==> config.mk <==
export PLATFORM = sky130hd
export DESIGN_NAME = hilo_unit_flat
export DESIGN_NICKNAME = d
export VERILOG_FILES = /design/src/rtl/hilo_pkg.sv /design/src/rtl/hilo_if.sv /design/src/rtl/hilo_watchdog.sv /design/src/rtl/hilo_unit.sv /design/src/flat_wrapper.sv
export SDC_FILE = /design/constraint.sdc
export NUM_CORES = 1
export LEC_CHECK = 0
export CORE_AREA = 2 2 144 146
export DETAILED_ROUTE_END_ITERATION = 10
export DIE_AREA = 0 0 146 148
export PLACE_DENSITY = 0.69
export SETUP_SLACK_MARGIN = 0.5
export SYNTH_ARGS = -nofsm -noshare
export SYNTH_HDL_FRONTEND = slang
export SYNTH_SLANG_ARGS = --single-unit
==> constraint.sdc <==
create_clock -name Clk -period 5.5 [get_ports Clk]
set_clock_uncertainty 0.15 [all_clocks]
set_input_delay 1.1 -clock Clk [delete_from_list [all_inputs] [get_ports Clk]]
set_output_delay 1.1 -clock Clk [all_outputs]
set_load 0.01 [all_outputs]
==> src/rtl/hilo_pkg.sv <==
// -----------------------------------------------------------------------------
// hilo_pkg
//   Shared types and defaults for the HI/LO unit.
//   - DEF_WIDTH   : default operand and HI/LO width
//   - DEF_TIMEOUT : default watchdog limit in cycles (HILO_TIMEOUT_EN builds)
//   - st_t        : control FSM state encoding
// -----------------------------------------------------------------------------
package hilo_pkg;

   localparam int DEF_WIDTH   = 32;
   localparam int DEF_TIMEOUT = 64;

   typedef enum logic [1:0] {
      IDLE     = 2'd0,
      MUL_WAIT = 2'd1,
      DIV_WAIT = 2'd2
   } st_t;

endpackage

==> src/rtl/hilo_if.sv <==
// -----------------------------------------------------------------------------
// hilo_if
//   Bus between the HI/LO unit and its arithmetic engines (Booth multiplier and
//   divider). Both engines share the MultA/MultB operand registers.
//   Handshake: MultControl / DivStart are one-cycle launch pulses from the
//   master; the engine answers with a one-cycle MultValid / DivValid carrying
//   the result in the same cycle. There is no ready/backpressure: the master
//   launches at most one operation and waits for its Valid before the next.
//   Modports:
//     master : HI/LO unit side (drives operands and launch pulses)
//     slave  : engine side (drives valids and results)
// -----------------------------------------------------------------------------
interface hilo_if #(
   parameter int WIDTH = 32
) ();

   logic [WIDTH-1:0] MultA;
   logic [WIDTH-1:0] MultB;
   logic             MultControl;
   logic             MultValid;
   logic [WIDTH-1:0] MultHi;
   logic [WIDTH-1:0] MultLo;
   logic             DivStart;
   logic             DivValid;
   logic [WIDTH-1:0] DivHi;
   logic [WIDTH-1:0] DivLo;

   modport master (
      output MultA, MultB, MultControl, DivStart,
      input  MultValid, MultHi, MultLo, DivValid, DivHi, DivLo
   );

   modport slave (
      input  MultA, MultB, MultControl, DivStart,
      output MultValid, MultHi, MultLo, DivValid, DivHi, DivLo
   );

endinterface

==> src/rtl/hilo_watchdog.sv <==
// -----------------------------------------------------------------------------
// hilo_watchdog
//   Cycle counter for the WAIT states of hilo_unit. Counts while run is high,
//   clears whenever run is low or it has just expired. expire is high in the
//   TIMEOUT-th consecutive cycle of run, so the owner leaves WAIT on that edge.
//   Ports:
//     clk    in  clock
//     rst_n  in  asynchronous active-low reset
//     run    in  count enable; low clears the counter
//     expire out combinational, one cycle, limit reached
// -----------------------------------------------------------------------------
module hilo_watchdog
   import hilo_pkg::*;
#(
   parameter int TIMEOUT = DEF_TIMEOUT
) (
   input  logic clk,
   input  logic rst_n,
   input  logic run,
   output logic expire
);

   localparam int CW = (TIMEOUT > 2) ? $clog2(TIMEOUT) : 1;

   logic [CW-1:0] cnt;

   assign expire = run && (cnt == CW'(TIMEOUT - 1));

   always_ff @(posedge clk or negedge rst_n) begin
      if (!rst_n) begin
         cnt <= '0;
      end else if (!run || expire) begin
         cnt <= '0;
      end else begin
         cnt <= cnt + 1'b1;
      end
   end

endmodule

==> src/rtl/hilo_unit.sv <==
// -----------------------------------------------------------------------------
// hilo_unit
//   Owner of the architectural HI/LO pair. Launches the multiplier or divider,
//   waits for the result and commits it; serves mthi/mtlo writes in IDLE.
//   Optional watchdog: define HILO_TIMEOUT_EN to add parameter TIMEOUT, the
//   hilo_watchdog instance and the TimeoutErr output.
//   Ports:
//     Clk, Reset         clock, asynchronous active-low reset
//     MultReq, DivReq    operation requests (IDLE only), OpA/OpB operands
//     MthiWe, MtloWe     HI/LO writes of WrData (IDLE only)
//     eng                engine bus (master side of hilo_if)
//     Hi, Lo             architectural HI/LO
//     Busy               operation in flight (state != IDLE)
//     DivZero            one-cycle flag: divide by zero rejected
//     TimeoutErr         one-cycle flag: WAIT abandoned (HILO_TIMEOUT_EN only)
//     state              current FSM state, for debug/checkers
// -----------------------------------------------------------------------------
module hilo_unit
   import hilo_pkg::*;
#(
   parameter int WIDTH = DEF_WIDTH
`ifdef HILO_TIMEOUT_EN
   , parameter int TIMEOUT = DEF_TIMEOUT
`endif
) (
   input  logic             Clk,
   input  logic             Reset,
   input  logic             MultReq,
   input  logic             DivReq,
   input  logic [WIDTH-1:0] OpA,
   input  logic [WIDTH-1:0] OpB,
   input  logic             MthiWe,
   input  logic             MtloWe,
   input  logic [WIDTH-1:0] WrData,
   hilo_if.master           eng,
   output logic [WIDTH-1:0] Hi,
   output logic [WIDTH-1:0] Lo,
   output logic             Busy,
   output logic             DivZero,
`ifdef HILO_TIMEOUT_EN
   output logic             TimeoutErr,
`endif
   output st_t              state
);

   st_t              state_q, state_nxt;
   logic [WIDTH-1:0] hi_q, hi_nxt;
   logic [WIDTH-1:0] lo_q, lo_nxt;
   logic [WIDTH-1:0] a_q, a_nxt;
   logic [WIDTH-1:0] b_q, b_nxt;
   logic             mctl_q, mctl_nxt;
   logic             dstart_q, dstart_nxt;
   logic             dzero_q, dzero_nxt;
   logic             terr_q, terr_nxt;
   logic             expire;

`ifdef HILO_TIMEOUT_EN
   hilo_watchdog #(
      .TIMEOUT (TIMEOUT)
   ) u_watchdog (
      .clk    (Clk),
      .rst_n  (Reset),
      .run    (state_q != IDLE),
      .expire (expire)
   );
   assign TimeoutErr = terr_q;
`else
   // Without the watchdog WAIT states hold until the engine answers.
   assign expire = 1'b0;
`endif

   // Next-state and datapath
   always_comb begin
      state_nxt  = state_q;
      hi_nxt     = hi_q;
      lo_nxt     = lo_q;
      a_nxt      = a_q;
      b_nxt      = b_q;
      mctl_nxt   = 1'b0;
      dstart_nxt = 1'b0;
      dzero_nxt  = 1'b0;
      terr_nxt   = 1'b0;

      case (state_q)
         IDLE: begin
            // mthi/mtlo land first; a launched result overwrites them later.
            if (MthiWe) hi_nxt = WrData;
            if (MtloWe) lo_nxt = WrData;
            if (MultReq) begin
               // Multiply has priority; a simultaneous DivReq is dropped.
               a_nxt     = OpA;
               b_nxt     = OpB;
               mctl_nxt  = 1'b1;
               state_nxt = MUL_WAIT;
            end else if (DivReq) begin
               if (OpB == '0) begin
                  dzero_nxt = 1'b1;
               end else begin
                  a_nxt      = OpA;
                  b_nxt      = OpB;
                  dstart_nxt = 1'b1;
                  state_nxt  = DIV_WAIT;
               end
            end
         end
         MUL_WAIT: begin
            if (eng.MultValid) begin
               hi_nxt    = eng.MultHi;
               lo_nxt    = eng.MultLo;
               state_nxt = IDLE;
            end else if (expire) begin
               terr_nxt  = 1'b1;
               state_nxt = IDLE;
            end
         end
         DIV_WAIT: begin
            if (eng.DivValid) begin
               hi_nxt    = eng.DivHi;
               lo_nxt    = eng.DivLo;
               state_nxt = IDLE;
            end else if (expire) begin
               terr_nxt  = 1'b1;
               state_nxt = IDLE;
            end
         end
         default: state_nxt = IDLE;
      endcase
   end

   always_ff @(posedge Clk or negedge Reset) begin
      if (!Reset) begin
         state_q  <= IDLE;
         hi_q     <= '0;
         lo_q     <= '0;
         a_q      <= '0;
         b_q      <= '0;
         mctl_q   <= 1'b0;
         dstart_q <= 1'b0;
         dzero_q  <= 1'b0;
         terr_q   <= 1'b0;
      end else begin
         state_q  <= state_nxt;
         hi_q     <= hi_nxt;
         lo_q     <= lo_nxt;
         a_q      <= a_nxt;
         b_q      <= b_nxt;
         mctl_q   <= mctl_nxt;
         dstart_q <= dstart_nxt;
         dzero_q  <= dzero_nxt;
         terr_q   <= terr_nxt;
      end
   end

   assign eng.MultA       = a_q;
   assign eng.MultB       = b_q;
   assign eng.MultControl = mctl_q;
   assign eng.DivStart    = dstart_q;
   assign Hi              = hi_q;
   assign Lo              = lo_q;
   // Busy falls on the commit edge, together with the HI/LO update.
   assign Busy            = (state_q != IDLE);
   assign DivZero         = dzero_q;
   assign state           = state_q;

`ifndef HILO_TIMEOUT_EN
   // terr_q only reaches a port in watchdog builds.
   logic unused_terr;
   assign unused_terr = terr_q;
`endif

endmodule

==> src/flat_wrapper.sv <==
// flat-port wrapper written by rule: the top's interface ports become plain ports
module hilo_unit_flat import hilo_pkg::*;
#(
   parameter int WIDTH = DEF_WIDTH

)
  (Clk, Reset, MultReq, DivReq, OpA, OpB, MthiWe, MtloWe, WrData, Hi, Lo, Busy, DivZero, state, eng_MultA, eng_MultB, eng_MultControl, eng_DivStart, eng_MultValid, eng_MultHi, eng_MultLo, eng_DivValid, eng_DivHi, eng_DivLo);
  hilo_if #(.WIDTH(WIDTH)) eng_i ();
  input  logic Clk;
  input  logic Reset;
  input  logic MultReq;
  input  logic DivReq;
  input  logic [WIDTH-1:0] OpA;
  input  logic [WIDTH-1:0] OpB;
  input  logic MthiWe;
  input  logic MtloWe;
  input  logic [WIDTH-1:0] WrData;
  output logic [WIDTH-1:0] Hi;
  output logic [WIDTH-1:0] Lo;
  output logic Busy;
  output logic DivZero;
  output st_t state;
  output wire logic [$bits(eng_i.MultA)-1:0] eng_MultA;
  output wire logic [$bits(eng_i.MultB)-1:0] eng_MultB;
  output wire logic [$bits(eng_i.MultControl)-1:0] eng_MultControl;
  output wire logic [$bits(eng_i.DivStart)-1:0] eng_DivStart;
  input wire logic [$bits(eng_i.MultValid)-1:0] eng_MultValid;
  input wire logic [$bits(eng_i.MultHi)-1:0] eng_MultHi;
  input wire logic [$bits(eng_i.MultLo)-1:0] eng_MultLo;
  input wire logic [$bits(eng_i.DivValid)-1:0] eng_DivValid;
  input wire logic [$bits(eng_i.DivHi)-1:0] eng_DivHi;
  input wire logic [$bits(eng_i.DivLo)-1:0] eng_DivLo;
  assign eng_MultA = eng_i.MultA;
  assign eng_MultB = eng_i.MultB;
  assign eng_MultControl = eng_i.MultControl;
  assign eng_DivStart = eng_i.DivStart;
  assign eng_i.MultValid = eng_MultValid;
  assign eng_i.MultHi = eng_MultHi;
  assign eng_i.MultLo = eng_MultLo;
  assign eng_i.DivValid = eng_DivValid;
  assign eng_i.DivHi = eng_DivHi;
  assign eng_i.DivLo = eng_DivLo;
  hilo_unit #(.WIDTH(WIDTH)) u_core (.Clk(Clk), .Reset(Reset), .MultReq(MultReq), .DivReq(DivReq), .OpA(OpA), .OpB(OpB), .MthiWe(MthiWe), .MtloWe(MtloWe), .WrData(WrData), .eng(eng_i), .Hi(Hi), .Lo(Lo), .Busy(Busy), .DivZero(DivZero), .state(state));
endmodule
# ---- Yosys cells after proc, flatten, opt, wreduce, memory -nomap -nowiden
# Index checks and enable logic that the tools add are counted.
dict set report word_totals {
  register_bits 133
  in_bits 232
  out_inout_bits 134
  elab_cells 56
}
dict set report classes {
  n_eq_ne 9
  mux 30
  reduce_logical 9
}
# operator n
set ops {}
lappend ops {{$mux 32} 12}
lappend ops {{$pmux 32 s3} 2}
lappend ops {{$logic_not 32->1} 1}
lappend ops {{$reduce_and 4->1} 3}
lappend ops {{$mux 1} 10}
lappend ops {{$mux 2} 5}
lappend ops {{$ne 2x2->1 const B} 5}
lappend ops {{$ne 3x3->1 const B} 2}
lappend ops {{$pmux 2 s3} 1}
lappend ops {{$reduce_bool 2->1} 2}
lappend ops {{$reduce_and 3->1} 1}
lappend ops {{$reduce_bool 3->1} 1}
lappend ops {{$eq 2x1->1 const B} 1}
lappend ops {{$eq 2x2->1 const B} 1}
lappend ops {{$logic_not 2->1} 1}

# ---- Logic depth before layout (Yosys ltp)
dict set report logic_depth {
  word_depth 5
  mapped_depth 8
  ltp_nobuf 6
}

# ---- Worst setup path before layout
# Ideal clock, no wire load.
dict set report synth_timing {
  kind {input -> register}
  startpoint {input port OpB[26]}
  endpoint {register u_core.a_q[0], in the netlist u_core.eng.MultA[0]}
  setup_ns 0.126
  t_arrival_ns 2.465
  required_ns 5.224
  path_slack_ns 2.758
  cell_stages 6
  n_path_buf 2
  cell_sequence {nor4_1 nand4_1 or2_1 buf_4 buf_6 a311o_1}
}
dict set report synth_between {
  elab_chain_cells 3
}
# item line_no
set synth_rtl {}
lappend synth_rtl {{from (decl)} flat_wrapper.sv:14} ;# input logic [WIDTH-1:0] OpB;
lappend synth_rtl {{$logic_not 32->1} hilo_unit.sv:96} ;# if (OpB == '0) begin
lappend synth_rtl {{$ne 2x2->1 (no line)} n/a}
lappend synth_rtl {{$reduce_and 3->1 (no line)} n/a}
lappend synth_rtl {{to (signal assigned)} hilo_unit.sv:145} ;# a_q <= a_nxt;
lappend synth_rtl {{to (decl)} hilo_unit.sv:49} ;# logic [WIDTH-1:0] a_q, a_nxt;
# Every way passes these cells.
# A chain may end at the register's enable or synchronous reset.

# ---- Final worst setup path
dict set report layout_timing {
  startpoint {input port OpB[26]}
  endpoint {register u_core.a_q[10], in the netlist u_core.eng.MultA[10]}
}
# Same word-level chain as after synthesis.

==> summary.txt <==
Synthesis
  – Yosys warning total: 0
  – Combinational family with the most area after synthesis: compound AO/OA/AOI/OAI gates
  – Number of standard cells after synthesis: 653
  – Largest area contributor in the synthesized netlist: sky130_fd_sc_hd__dfrtp_1
  – Xor/xnor cell area share of the yosys netlist: 0
  – Post-synthesis sequential area ratio: 0.497
  – Unique cell type count in the Yosys netlist: 29
  – Share of synthesized cell area in and, or, nand and nor gates: 0.0877
  – Netlist Area Pre-Place: between 0.006 and 0.007 mm^2
  – Adder-cell share of the synthesized area: 0.00561
  – Mean Syn Cell Area: 10.3 um^2
  – Area share of the largest cell type after synthesis: 0.497
  – Flip-flop and latch count after synthesis: 133
  – Ranking of synthesized cells by area: sky130_fd_sc_hd__dfrtp_1 (50%), sky130_fd_sc_hd__mux2_1 (11%), sky130_fd_sc_hd__a22oi_1 (7.2%), sky130_fd_sc_hd__a21oi_1 (4.8%), sky130_fd_sc_hd__a311o_1 (4.8%)
  – Mux cell area share after synthesis: 0.108
  – Post-synthesis compound-gate area fraction: 0.242
  – Post-synthesis net count: between 800 and 900

Pwr
  – Pleak: 4.40 nW
  – Peak VDD IR: 316 uV
  – Power per Cell Area: 603 mW/mm^2
  – Overall power of the completed layout: approximately 6.7 mW

Routing
  – Final wirelength: 25.6 mm
  – Final routed DRC violation total: 0
  – Vias per Instance: ~5.3
  – Detail-routed net length per standard cell: 20.1 um
  – Vias post-DR: 6,749
  – Number of design-rule violations left by the first detailed-router iteration: 373
  – Number of detailed-routing iterations run before antenna repair: 5
  – Post-route ant nets: 0

Die
  – Total die area: 0.0216 mm^2
  – Floorplan die width: 146 um
  – FP Rows: 52
  – Die extent in y: between 100 and 150 um
  – Area of the core region: 0.0200 mm^2
  – Starting density of the core: 0.334
  – Ports: 366

Clock tree
  – Clock tree from TritonCTS: built
  – Worst-Skew Late Latency: about 0.42 ns
  – Clock Sink Count: approximately 130
  – Clock transition at the registers of the reported paths: 0.06 ns
  – Cells resized by post-CTS repair: 0
  – Total number of H-tree levels: 4
  – Number of buffers on the longest clock path: 2
  – Quantity of hold-fixing buffers added after cts: 0
  – Number of buffers inserted by post-CTS setup repair: 0
  – Clock tree root driver cell: sky130_fd_sc_hd__clkbuf_16
  – Number of buffers added by the clock tree synthesis step: 17

STA
  – Minimum period implied by the final worst setup slack: 3.27 ns
  – WHS: 0.340 ns
  – Setup-failing EPs final: 0
  – Final max-slew violation count: 0
  – Worst slew margin: 0.331
  – Total negative slack: 0 ns
  – Worst-Margin Slew: 1.00 ns
  – Timing-limited maximum frequency: 306 MHz
  – Hold violation count in the final report: 0
  – Unrepaired setup endpoints after global routing: no
  – Post-route fraction of the period consumed by the critical path: 0.595

Worst setup path
  – Arrival @ worst endpoint: 3.42 ns
  – Slowest CP cell: sky130_fd_sc_hd__nor4_1
  – Startpoint of the worst setup timing path: OpB[26]
  – Worst-path maximum fanout: 35
  – Register-to-register path setup slack: 2.48 ns
  – Required time at the endpoint of the critical path: between 5 and 6 ns
  – Cell depth of the worst flop-to-flop path: 8
  – Critical Path Sink Type: flop
  – Critical register-to-register path startpoint: u_core.state[0]
  – Startpoint type of the worst setup path: input pin
  – Maximum cell stage delay along the critical path: 0.49 ns
  – CP dominant cell by count: sky130_fd_sc_hd__buf_4
  – CP Class: input pin to flop
  – Endpoint of the worst-slack reg-to-reg timing path: u_core.Lo[9]
  – List of cells traversed by the critical path: clkdlybuf4s50_1, nor4_1, nand4_1, buf_4, or2_1, buf_4, a311o_1
  – Critical path endpoint: u_core.eng.MultA[10]

GRT
  – Combined global-route utilization of all metal layers: 0.230
  – Via count of the first global-routing pass: 6,719
  – Maximum number of pins on one net before global-route repair: 66
  – Wire length of the first global-routing pass: 38.7 mm
  – Number of antenna violations at the first check in global routing: 0
  – Global route total overflow: 0

Layout
  – Combined area of the multi-input logic cells: 0.00300 mm^2
  – Total non-filler cell area in the finished layout: 0.0111 mm^2
  – Commonest non-fill, non-tap cells in the layout: sky130_fd_sc_hd__clkdlybuf4s50_1 (364), sky130_fd_sc_hd__dfrtp_1 (133), sky130_fd_sc_hd__a22oi_1 (64), sky130_fd_sc_hd__a21oi_1 (64), sky130_fd_sc_hd__mux2_1 (64)
  – Area of all sequential standard cells: 0.00333 mm^2
  – Fin cells: 1,273
  – Fraction of layout cells with a size suffix above 1: 0.0548
  – Count of antenna diodes in the layout: 0
  – Number of nets in the finished design: 1,225
  – Most frequent standard cell in the layout excluding fill and tap cells: sky130_fd_sc_hd__clkdlybuf4s50_1
  – Synth-to-layout area growth: 66.3%
  – Count of fill cells added during filler insertion: about 1,800

Place
  – Final Wtd Congestion: 0.835
  – Post-DP HPWL: 18.2 mm
  – Placed instance count: roughly 1,200
  – Standard cell area after detailed placement: 0.0106 mm^2
  – Number of buffers inserted by port buffering: 365

Run
  – Max-Cap Viols: 0

Worst hold path
  – Worst min-delay path class: flop to flop

Outcome
  – Outcome: completed
-- state kept, by name, summed over array words and instances, names as in the netlist --
signal                  cells
u_core.Hi                  32
u_core.eng.DivStart         1
u_core.state                2
u_core.eng.MultA           32
u_core.Lo                  32
u_core.eng.MultB           32
u_core.eng.MultControl      1
u_core.DivZero              1
-- kinds of logic (layout without fill, tap and decap cells) --
group	count (synthesis)	after routing
AO/OA/AOI/OAI	232	232
adder cells (fa/ha/maj)	3	3
buffers and inverters	98	448
flip-flops	133	133
multiplexers	64	64
AND/OR/NAND/NOR	123	123
-- through the flow --
step / worst slack [ns] / util
floorplan: 2.76 / -
global placement: 1.87 / 0.528
detailed placement: 1.83 / 0.528
CTS: 2.28 / 0.556
global route: 2.25 / 0.556
finish: 2.23 / 0.556
-- power by group --
part	leakage, nW	switching [mW]	total [mW]	internal [mW]
logic	2.55	1.88	3.83	1.95
clock network	0.264	0.497	1.09	0.595
registers	1.59	0.281	1.79	1.50
-- layer usage --
layer  part of all wire  global-route usage  vias up
li1                   -                   -     3137
met5                  0                   0        -
met1               0.41               0.297     3259
met4              0.017              0.0650        0
met3              0.086              0.0642       27
met2               0.49               0.381      326
-- cell usage after synthesis (all sizes together) --
cell and number:
a22o 32, a21boi 1, a21oi 64, nor4 40, nand2 37, a21o 2
clkbuf 44, nor2b 2, nor3 1, a22oi 64, mux2 64, and2 2
nor2 36, inv 35, nand4 2, or2 2, nor3b 1, ha 3
o21ai 34, o31ai 1, dfrtp 133, buf 19, a311o 32, o211ai 1
o311ai 1
-- worst max-delay path: cells and delay by family --
family                 cells  cell delay [ns]
AND/OR/NAND/NOR            3             0.90
buffers and inverters      3             1.01
AO/OA/AOI/OAI              1             0.36
-- worst min-delay path by stage --
stage                               startpoint              endpoint  slack (ns)  cells after the start
after global placement            u_core.Hi[7]          u_core.Hi[7]        0.32                      1
after CTS                        u_core.Hi[11]         u_core.Hi[11]        0.34                      1
after detailed placement         u_core.Hi[12]         u_core.Hi[12]        0.33                      1
after global routing             u_core.Hi[27]         u_core.Hi[27]        0.35                      1
after floorplan           u_core.eng.MultB[21]  u_core.eng.MultB[21]        0.38                      1
final                            u_core.Hi[19]         u_core.Hi[19]        0.34                      1
-- area by class of cell --
class | count | share of cell area
timing repair buffer | 381 | 0.339
sequential | 133 | 0.299
multi-input combinational | 422 | 0.270
clock buffer | 17 | 0.0382
tap | 270 | 0.0303
clock inverter | 15 | 0.0120
inverter | 35 | 0.0118
Power figures use the tool's default switching activity.
